<file path="src/rtl/mem_read_seq_m0.sv">
// Read-address sequencer for matrix m0.
// On start, walks pass -> row -> column over the m0 bank slice and drives
// the banked-BRAM read stage with registered row/column/rd_en. It then waits
// N+1 cycles for the read pipeline to drain and pulses done.
//
// Handshake: rd_en is a one-cycle issue strobe. Each cycle with rd_en=1
// carries exactly one (row, column) coordinate. While stall is high, no new
// coordinate is issued; the last presented coordinate is held with rd_en=0.
module mem_read_seq_m0 #(
   parameter int D_W    = 8,
   parameter int N      = 3,
   parameter int M      = 6,
   parameter int PASSES = 2
) (
   input  logic                     clk,
   input  logic                     rst,
   input  logic                     start,
   input  logic                     stall,
   output logic [$clog2(M/N)-1:0]   row,
   output logic [$clog2(M)-1:0]     column,
   output logic                     rd_en,
   output logic                     busy,
   output logic                     done
);

   localparam int R    = M / N;
   localparam int RW   = $clog2(R);
   localparam int CW   = $clog2(M);
   localparam int PW   = $clog2(PASSES + 1);
   localparam int DCW  = $clog2(N + 2);

   localparam logic [RW-1:0]  ROW_LAST   = RW'(R - 1);
   localparam logic [CW-1:0]  COL_LAST   = CW'(M - 1);
   localparam logic [PW-1:0]  PASS_END   = PW'(PASSES);
   localparam logic [DCW-1:0] DRAIN_LAST = DCW'(N);

   // Elaboration-time parameter sanity checks.
   if (D_W < 1 || N < 1 || PASSES < 1 || (M % N) != 0 || (M / N) < 2) begin : g_bad_params
      $error("mem_read_seq_m0: illegal parameter combination");
   end

   typedef enum logic [1:0] {
      IDLE  = 2'd0,
      RUN   = 2'd1,
      DRAIN = 2'd2,
      DONE  = 2'd3
   } state_t;

   state_t           state_q, state_d;
   logic [PW-1:0]    pass_q, pass_d;
   logic [RW-1:0]    row_cnt_q, row_cnt_d;
   logic [CW-1:0]    col_cnt_q, col_cnt_d;
   logic [DCW-1:0]   drain_q, drain_d;
   logic [RW-1:0]    row_q, row_d;
   logic [CW-1:0]    col_q, col_d;
   logic             rd_en_q, rd_en_d;
   logic             busy_q, busy_d;
   logic             done_q, done_d;

   // Coordinate after the one held in the issue counters (column inner, row middle, pass outer).
   logic [PW-1:0]    nxt_pass;
   logic [RW-1:0]    nxt_row;
   logic [CW-1:0]    nxt_col;

   // Advance the issue counters by one coordinate, wrapping by explicit compare.
   always_comb begin
      nxt_pass = pass_q;
      nxt_row  = row_cnt_q;
      nxt_col  = col_cnt_q + CW'(1);
      if (col_cnt_q == COL_LAST) begin
         nxt_col = '0;
         if (row_cnt_q == ROW_LAST) begin
            nxt_row  = '0;
            nxt_pass = pass_q + PW'(1);
         end else begin
            nxt_row = row_cnt_q + RW'(1);
         end
      end
   end

   // Next-state and next-output logic for the sequencer FSM.
   always_comb begin
      state_d   = state_q;
      pass_d    = pass_q;
      row_cnt_d = row_cnt_q;
      col_cnt_d = col_cnt_q;
      drain_d   = drain_q;
      row_d     = row_q;
      col_d     = col_q;
      rd_en_d   = 1'b0;
      busy_d    = busy_q;
      done_d    = 1'b0;

      case (state_q)
         IDLE: begin
            busy_d = 1'b0;
            if (start) begin
               state_d   = RUN;
               busy_d    = 1'b1;
               pass_d    = '0;
               row_cnt_d = '0;
               col_cnt_d = '0;
               row_d     = '0;
               col_d     = '0;
               // First coordinate goes out on the accepting edge unless stalled.
               if (!stall) begin
                  rd_en_d   = 1'b1;
                  col_cnt_d = CW'(1);
               end
            end
         end

         RUN: begin
            // pass counter reaching PASSES means the final coordinate is already out.
            if (pass_q == PASS_END) begin
               state_d = DRAIN;
               row_d   = '0;
               col_d   = '0;
               drain_d = '0;
            end else if (!stall) begin
               rd_en_d   = 1'b1;
               row_d     = row_cnt_q;
               col_d     = col_cnt_q;
               pass_d    = nxt_pass;
               row_cnt_d = nxt_row;
               col_cnt_d = nxt_col;
            end
         end

         DRAIN: begin
            if (drain_q == DRAIN_LAST) begin
               state_d = DONE;
               done_d  = 1'b1;
            end else begin
               drain_d = drain_q + DCW'(1);
            end
         end

         DONE: begin
            state_d   = IDLE;
            busy_d    = 1'b0;
            pass_d    = '0;
            row_cnt_d = '0;
            col_cnt_d = '0;
            drain_d   = '0;
         end

         default: begin
            state_d = IDLE;
            busy_d  = 1'b0;
         end
      endcase
   end

   // State and registered outputs; synchronous reset aborts any sequence.
   always_ff @(posedge clk) begin
      if (rst) begin
         state_q   <= IDLE;
         pass_q    <= '0;
         row_cnt_q <= '0;
         col_cnt_q <= '0;
         drain_q   <= '0;
         row_q     <= '0;
         col_q     <= '0;
         rd_en_q   <= 1'b0;
         busy_q    <= 1'b0;
         done_q    <= 1'b0;
      end else begin
         state_q   <= state_d;
         pass_q    <= pass_d;
         row_cnt_q <= row_cnt_d;
         col_cnt_q <= col_cnt_d;
         drain_q   <= drain_d;
         row_q     <= row_d;
         col_q     <= col_d;
         rd_en_q   <= rd_en_d;
         busy_q    <= busy_d;
         done_q    <= done_d;
      end
   end

   assign row    = row_q;
   assign column = col_q;
   assign rd_en  = rd_en_q;
   assign busy   = busy_q;
   assign done   = done_q;

endmodule

</file>
<file path="config.mk">
export PLATFORM = sky130hd
export DESIGN_NAME = mem_read_seq_m0
export DESIGN_NICKNAME = d
export VERILOG_FILES = /design/src/rtl/mem_read_seq_m0.sv
export SDC_FILE = /design/constraint.sdc
export NUM_CORES = 1
export LEC_CHECK = 0
export CAP_MARGIN = 20
export CORE_ASPECT_RATIO = 1.2
export CORE_MARGIN = 2
export CORE_UTILIZATION = 51
export CTS_BUF_LIST = sky130_fd_sc_hd__clkbuf_4
export DETAILED_ROUTE_END_ITERATION = 6
export PLACE_DENSITY_LB_ADDON = 0.2
export SYNTH_ARGS = -nofsm -noshare
export SYNTH_HDL_FRONTEND = slang
export SYNTH_SLANG_ARGS = --single-unit
</file>
<file path="constraint.sdc">
create_clock -name clk -period 1.55 [get_ports clk]
set_input_delay 0.31 -clock clk [delete_from_list [all_inputs] [get_ports clk]]
set_output_delay 0.31 -clock clk [all_outputs]
set_load 0.05 [all_outputs]
</file>
Word level (Yosys, flattened, before mapping)
Index checks and enable logic that the tools add are counted.
- add/subtract/negate cells: 4
- equality and inequality tests: 15
- muxes and demuxes: 39
- bitwise logic cells: 1
- reduce and logical (&&, ||, !) cells: 12
- operator list (cell ; number):
    $mux W3 ; 9
    $pmux W3 S3 ; 2
    $mux W2 ; 8
    $ne A2 B2 Y1 const B ; 8
    $mux W1 ; 13
    $reduce_and A3 Y1 ; 3
    $pmux W2 S4 ; 1
    $add A3 B1 Y3 const B ; 2
    $eq A2 B2 Y1 const B ; 3
    $pmux W1 S2 ; 3
    $pmux W2 S3 ; 1
    $pmux W3 S2 ; 1
    $reduce_and A6 Y1 ; 1
    $reduce_bool A3 Y1 ; 2
    $reduce_and A5 Y1 ; 1
    $reduce_and A4 Y1 ; 1
    $reduce_bool A2 Y1 ; 2
    $eq A3 B2 Y1 const B ; 1
    $eq A3 B3 Y1 const B ; 1
    $ne A3 B3 Y1 const B ; 1
    $pmux W1 S3 ; 1
    $add A2 B1 Y2 const B ; 1
    $eq A2 B1 Y1 const B ; 1
    $logic_not A2 Y1 ; 1
    3 further kinds ; 3
- register bits: 18
- input bits: 4
- output and inout port bits: 7
- logic and storage cells: 81

Depth between registers and ports, before layout
- depth in word-level cells: 6
- mapped depth: 7
- mapped depth without buffers: 6

Least setup slack after synthesis
No wires, ideal clock.
- kind: reg-to-reg
- from: reg state_q[1]
- to: reg col_cnt_q[0]
- library setup time: 86 ps
- arrival time: 1581 ps
- data required time: 1464 ps
- setup slack: -118 ps
- stages on the path, launching flop included: 8
- buffers on the path: 1
- period minus slack after synthesis: 1668 ps
- cells stage by stage: dfxtp_1 > inv_1 > ha_1 > buf_6 > a22o_1 > nor3_4 > o21ai_2 > a221oi_2
- longest elaborated chain between the ends: 3
- elaborated cells between the ends (all ways): 9
- classes of those cells: eq/ne (5); mux (1); reduce/logical (3)
- RTL lines (item ; RTL line ; text):
    start: declaration ; 49 ; state_t state_q, state_d;
    start signal: assignment ; 169 ; state_q <= state_d;
    $eq A2 B1 Y1, or another cell as far along ; 94 ; case (state_q)
    $ne A2 B2 Y1 (no line) or $reduce_bool A3 Y1 (tied branches) ; -- ;
    $reduce_and A4 Y1 (no line) ; -- ;
    end signal: assignment ; 172 ; col_cnt_q <= col_cnt_d;
    end: declaration ; 52 ; logic [CW-1:0] col_cnt_q, col_cnt_d;
Parallel ways exist; a longest one is shown, timed or not.
A chain may end at the register's enable or synchronous reset.

Worst setup path after layout
- from: reg state_q[0]
- to: reg col_cnt_q[0]
The elaborated chain is that of the path after synthesis.

==> results.txt <==
Power comes to 2.658 mW. The count of port buffers added during placement is 10, and the number of search-and-repair iterations in the first detailed-routing pass is 4. The cell sitting at the root of the clock tree is a clkbuf_4. The capturing element type of the critical path was a flop.

The count of final setup violators came out at 5. The sequential area share after synthesis is 0.3745. Launch instance of the worst register-to-register path: state_q[0]$_SDFFE_PP0P_. The final count of pins violating max slew is 0, and the minimum setup slack among reg-to-reg paths is -0.05 ns.

The critical path goes through buf_12, ha_4, a22o_1, nor3_4, buf_12, o21ai_2, a221oi_2. STA classifies the critical path startpoint as a flop. The tools report the number of hold violations in the final report as 0.

The number of nets still failing antenna checks after routing was 0; the area occupied by multi-input gates was 678.2 sq um. The final worst-path setup slack was -0.05115 ns. Counting the fill cells in the layout gives 111.

The ratio of final minimum period to clock period works out to 1.033. For this run, the leading register cell type out of synthesis is dfxtp_1. Setup repair after global routing could not meet its margin everywhere. Counting tap cells, the placed design contains a total of 151 instances. The die is 51.58 um tall. Leaving out filler cells and counting taps, the final layout contains 162.

The final layout contains routed wiring with a total length of 2492 um. After clock tree synthesis, the clock-pin slew on the worst setup and hold paths is 0.11 ns. The clock passes through at most 2 buffers. The multiplexer share of the synthesized area is 0.03121.

Wire length per cell: 15.38 um. The proportion of register bits with asynchronous set or reset after synthesis works out to 0. The max-cap check violation count came out at 0. For this run, design rule violations remaining after detail routing come to 0.

The run gives 103 as the number of standard cells after synthesis. Type of the most critical hold path: flop to flop. Data on the critical path is required at its endpoint by 1.76 ns. The number of cells on the worst reg-to-reg path is 7. The run gives 0.5322 as the initial cell density of the core. At the pin with the least slew margin, the transition time is 0.2862 ns. Leaving out fill and tap cells, the most frequent cells in the layout are buf_4, dfxtp_1, nor2_1. The synthesized-area fraction occupied by and/or/nand/nor cells is 0.2484. TritonCTS built the clock tree. The arrival time of data at the critical path endpoint came out at 1.81 ns. For the total CTS buffers, the log shows 3.

The largest family of logic cells by synthesized area is simple AND/OR/NAND/NOR gates. Each instance of the synthesized netlist takes up on average 9.341 sq um. By startpoint and endpoint, the worst setup path is classified as flop to flop.

Prior to clock tree synthesis, the placed netlist has a worst setup slack of -0.2294 ns. Synthesis produced a netlist with a net count of 117. For this design the top-level I/O count stands at 11. In this run the worst path has a maximum fanout of 8. Detailed routing inserted a total of 921 vias.

The repair_antennas step left the layout with diodes totalling 0. Broken down by cell family, the worst path's largest delay share belongs to compound AO/OA/AOI/OAI gates. The most critical setup path has its endpoint at col_cnt_q[0]$_SDFFE_PP0P_. After routing, the total negative slack on setup checks comes to -0.1092 ns. The number of placement rows was 17; the weighted congestion at the end of routability-driven global placement was 0.8213. The post-synthesis instance area was 962.2 sq um; the post-synthesis compound-gate area fraction was 0.1691. The logs give 23 for the DRC violation total after the first TritonRoute iteration and 158 for the post-layout net count. The tools report the count of warnings emitted by yosys as 0.

The run finished, with violations left. Xor-xnor portion of the synthesized cell area: 0. The depth of the CTS H-tree was 1. The most numerous cell type found on the critical path is buf_12. For this design the ratio of total power to cell area is 1814 mW/mm^2. Detailed placement finished with a half-perimeter wire length of 1657 um. For the leakage power total, the log shows 0.6038 nW. The clock arrives with 0.008468 ns of skew. The total congestion overflow after global routing is 0, and the ratio of routed vias to standard cells is 5.685. The first global-routing pass estimated 3912 um of wire. The core region is 0.001808 sq mm. The area growth from synthesis to layout is 52.28%. The later pin in the worst-skew pair is clocked with a latency of 0.30 ns. The slowest stage of the critical path belongs to the cell dfxtp_4. Static timing analysis puts the maximum clock frequency at 0.6246 GHz. Initial antenna violation count: 0. The run gives 0.002251 sq mm as the floorplan die area. Synthesis inferred 18 register bits. The total stage count of the critical path was 7. Leaving out fill and tap cells, the most frequent cell in the layout is buf_4. The x dimension of the die works out to 43.65 um. The worst slew margin relative to its limit came out at 0.8075. The checks that failed: negative setup slack. The count of distinct cell types in the synthesized netlist was 37. Counting every sink on the clock net gives 18. The critical path contains buffers and inverters numbering 2 combined. For this run, the slowest stage of the critical path takes 0.39 ns.

The worst path in the final design needs a cycle of 1.601 ns, including I/O delays and setup. Fraction of final layout cells with drive strength greater than 1: 0.4406. The via count of the first global-routing pass was 882. The synthesized design contains 0 enable-type register cells.

After clock tree synthesis, the flow added hold-fix buffers numbering 0. The run gives 0.2410 as the global-route total usage across every layer. Across the whole layout, storage elements account for 365.4 sq um. The worst register-to-register path ends at col_cnt_q[0]$_SDFFE_PP0P_. Post-synthesis share of cell area spent on full adders, half adders and majority gates: 0.1300. Entering global routing, the biggest net connects 13 pins. Across the VDD grid, the largest voltage drop is 1.327 mV. The worst setup path startpoint was state_q[0]$_SDFFE_PP0P_.
state kept, by name, indices dropped and copies added (netlist names), 2 cells and up:
name / cells
col_cnt_q: 3
column: 3
drain_q: 3
pass_q: 2
state_q: 2
worst min path at each step:
stage	start	to	depth (start not counted)
after global routing	column[1]$_SDFFE_PP0P_	column[1]$_SDFFE_PP0P_	2
after floorplan	stall	rd_en$_SDFF_PP0_	1
after global placement	column[1]$_SDFFE_PP0P_	column[1]$_SDFFE_PP0P_	2
final	column[1]$_SDFFE_PP0P_	column[1]$_SDFFE_PP0P_	2
after CTS	column[0]$_SDFFE_PP0P_	column[0]$_SDFFE_PP0P_	2
after detailed placement	column[0]$_SDFFE_PP0P_	column[0]$_SDFFE_PP0P_	2
synthesized netlist by cell type, types with 2 or more instances:
library cell   n  share of area
nand3_1        4          0.021
inv_1          7          0.027
nand2b_1       6          0.039
nor3_1         4          0.021
mux2i_1        3          0.031
a22oi_1        2          0.016
dfxtp_1       18           0.37
a21oi_1        7          0.036
nor2b_1        3          0.020
nand2_1        2         0.0078
nor3b_1        2          0.016
nor2_1        10          0.039
nand4b_1       2          0.018
ha_1          10           0.13
layer usage:
metal	vias to the layer above	routed length [um]	global-route usage	share of wire
li1	450	-	-	-
met1	440	988	0.2581	0.40
met2	23	1347	0.4289	0.54
met3	8	72	0.03472	0.029
met4	0	83	0.1566	0.033
met5	-	0	0	0
timing repair:
item                       CTS  global route
gates resized for setup     11            17
setup endpoints to repair   13            14
setup buffers                3             5
hold endpoints to repair     0             0
gates cloned                 0             0
pin swaps                    7            15
tightest hold or removal path, cell delays in order, from the launching register on:
cell and delay [ns]:
dfxtp_1 0.32, nand2b_1 0.07, a21oi_1 0.05
final cells by class:
type | count | area share
timing repair buffer | 39 | 0.2323
clock inverter | 1 | 0.002562
inverter | 7 | 0.02135
sequential | 18 | 0.2494
clock buffer | 3 | 0.01537
multi-input combinational | 75 | 0.4629
tap | 19 | 0.01623
logic make-up after synthesis:
kind of cell	after synthesis
compound gates	22
fa+ha+maj	10
mux	3
flops	18
buf+inv	10
simple gates	40
metrics by stage:
stage	hold WS [ns]	cell area, sq um	utilization
after global routing	0.5249	1465	0.8104
after CTS	0.4835	1341	0.7419
final	0.4788	1465	0.8104
after global placement	0.4565	1247	0.6900
after floorplan	0.3893	982.2	-
after detailed placement	0.4625	1247	0.6900
where the power goes:
| group | total (mW) | switching [mW] | internal, mW | leakage [nW] |
|---|---|---|---|---|
| logic | 1.79 | 0.832 | 0.953 | 0.441 |
| registers | 0.627 | 0.0775 | 0.549 | 0.147 |
| clock network | 0.246 | 0.152 | 0.0938 | 0.0154 |
| total | 2.66 | 1.06 | 1.60 | 0.604 |
No activity file was read; power rests on OpenSTA's default activity.
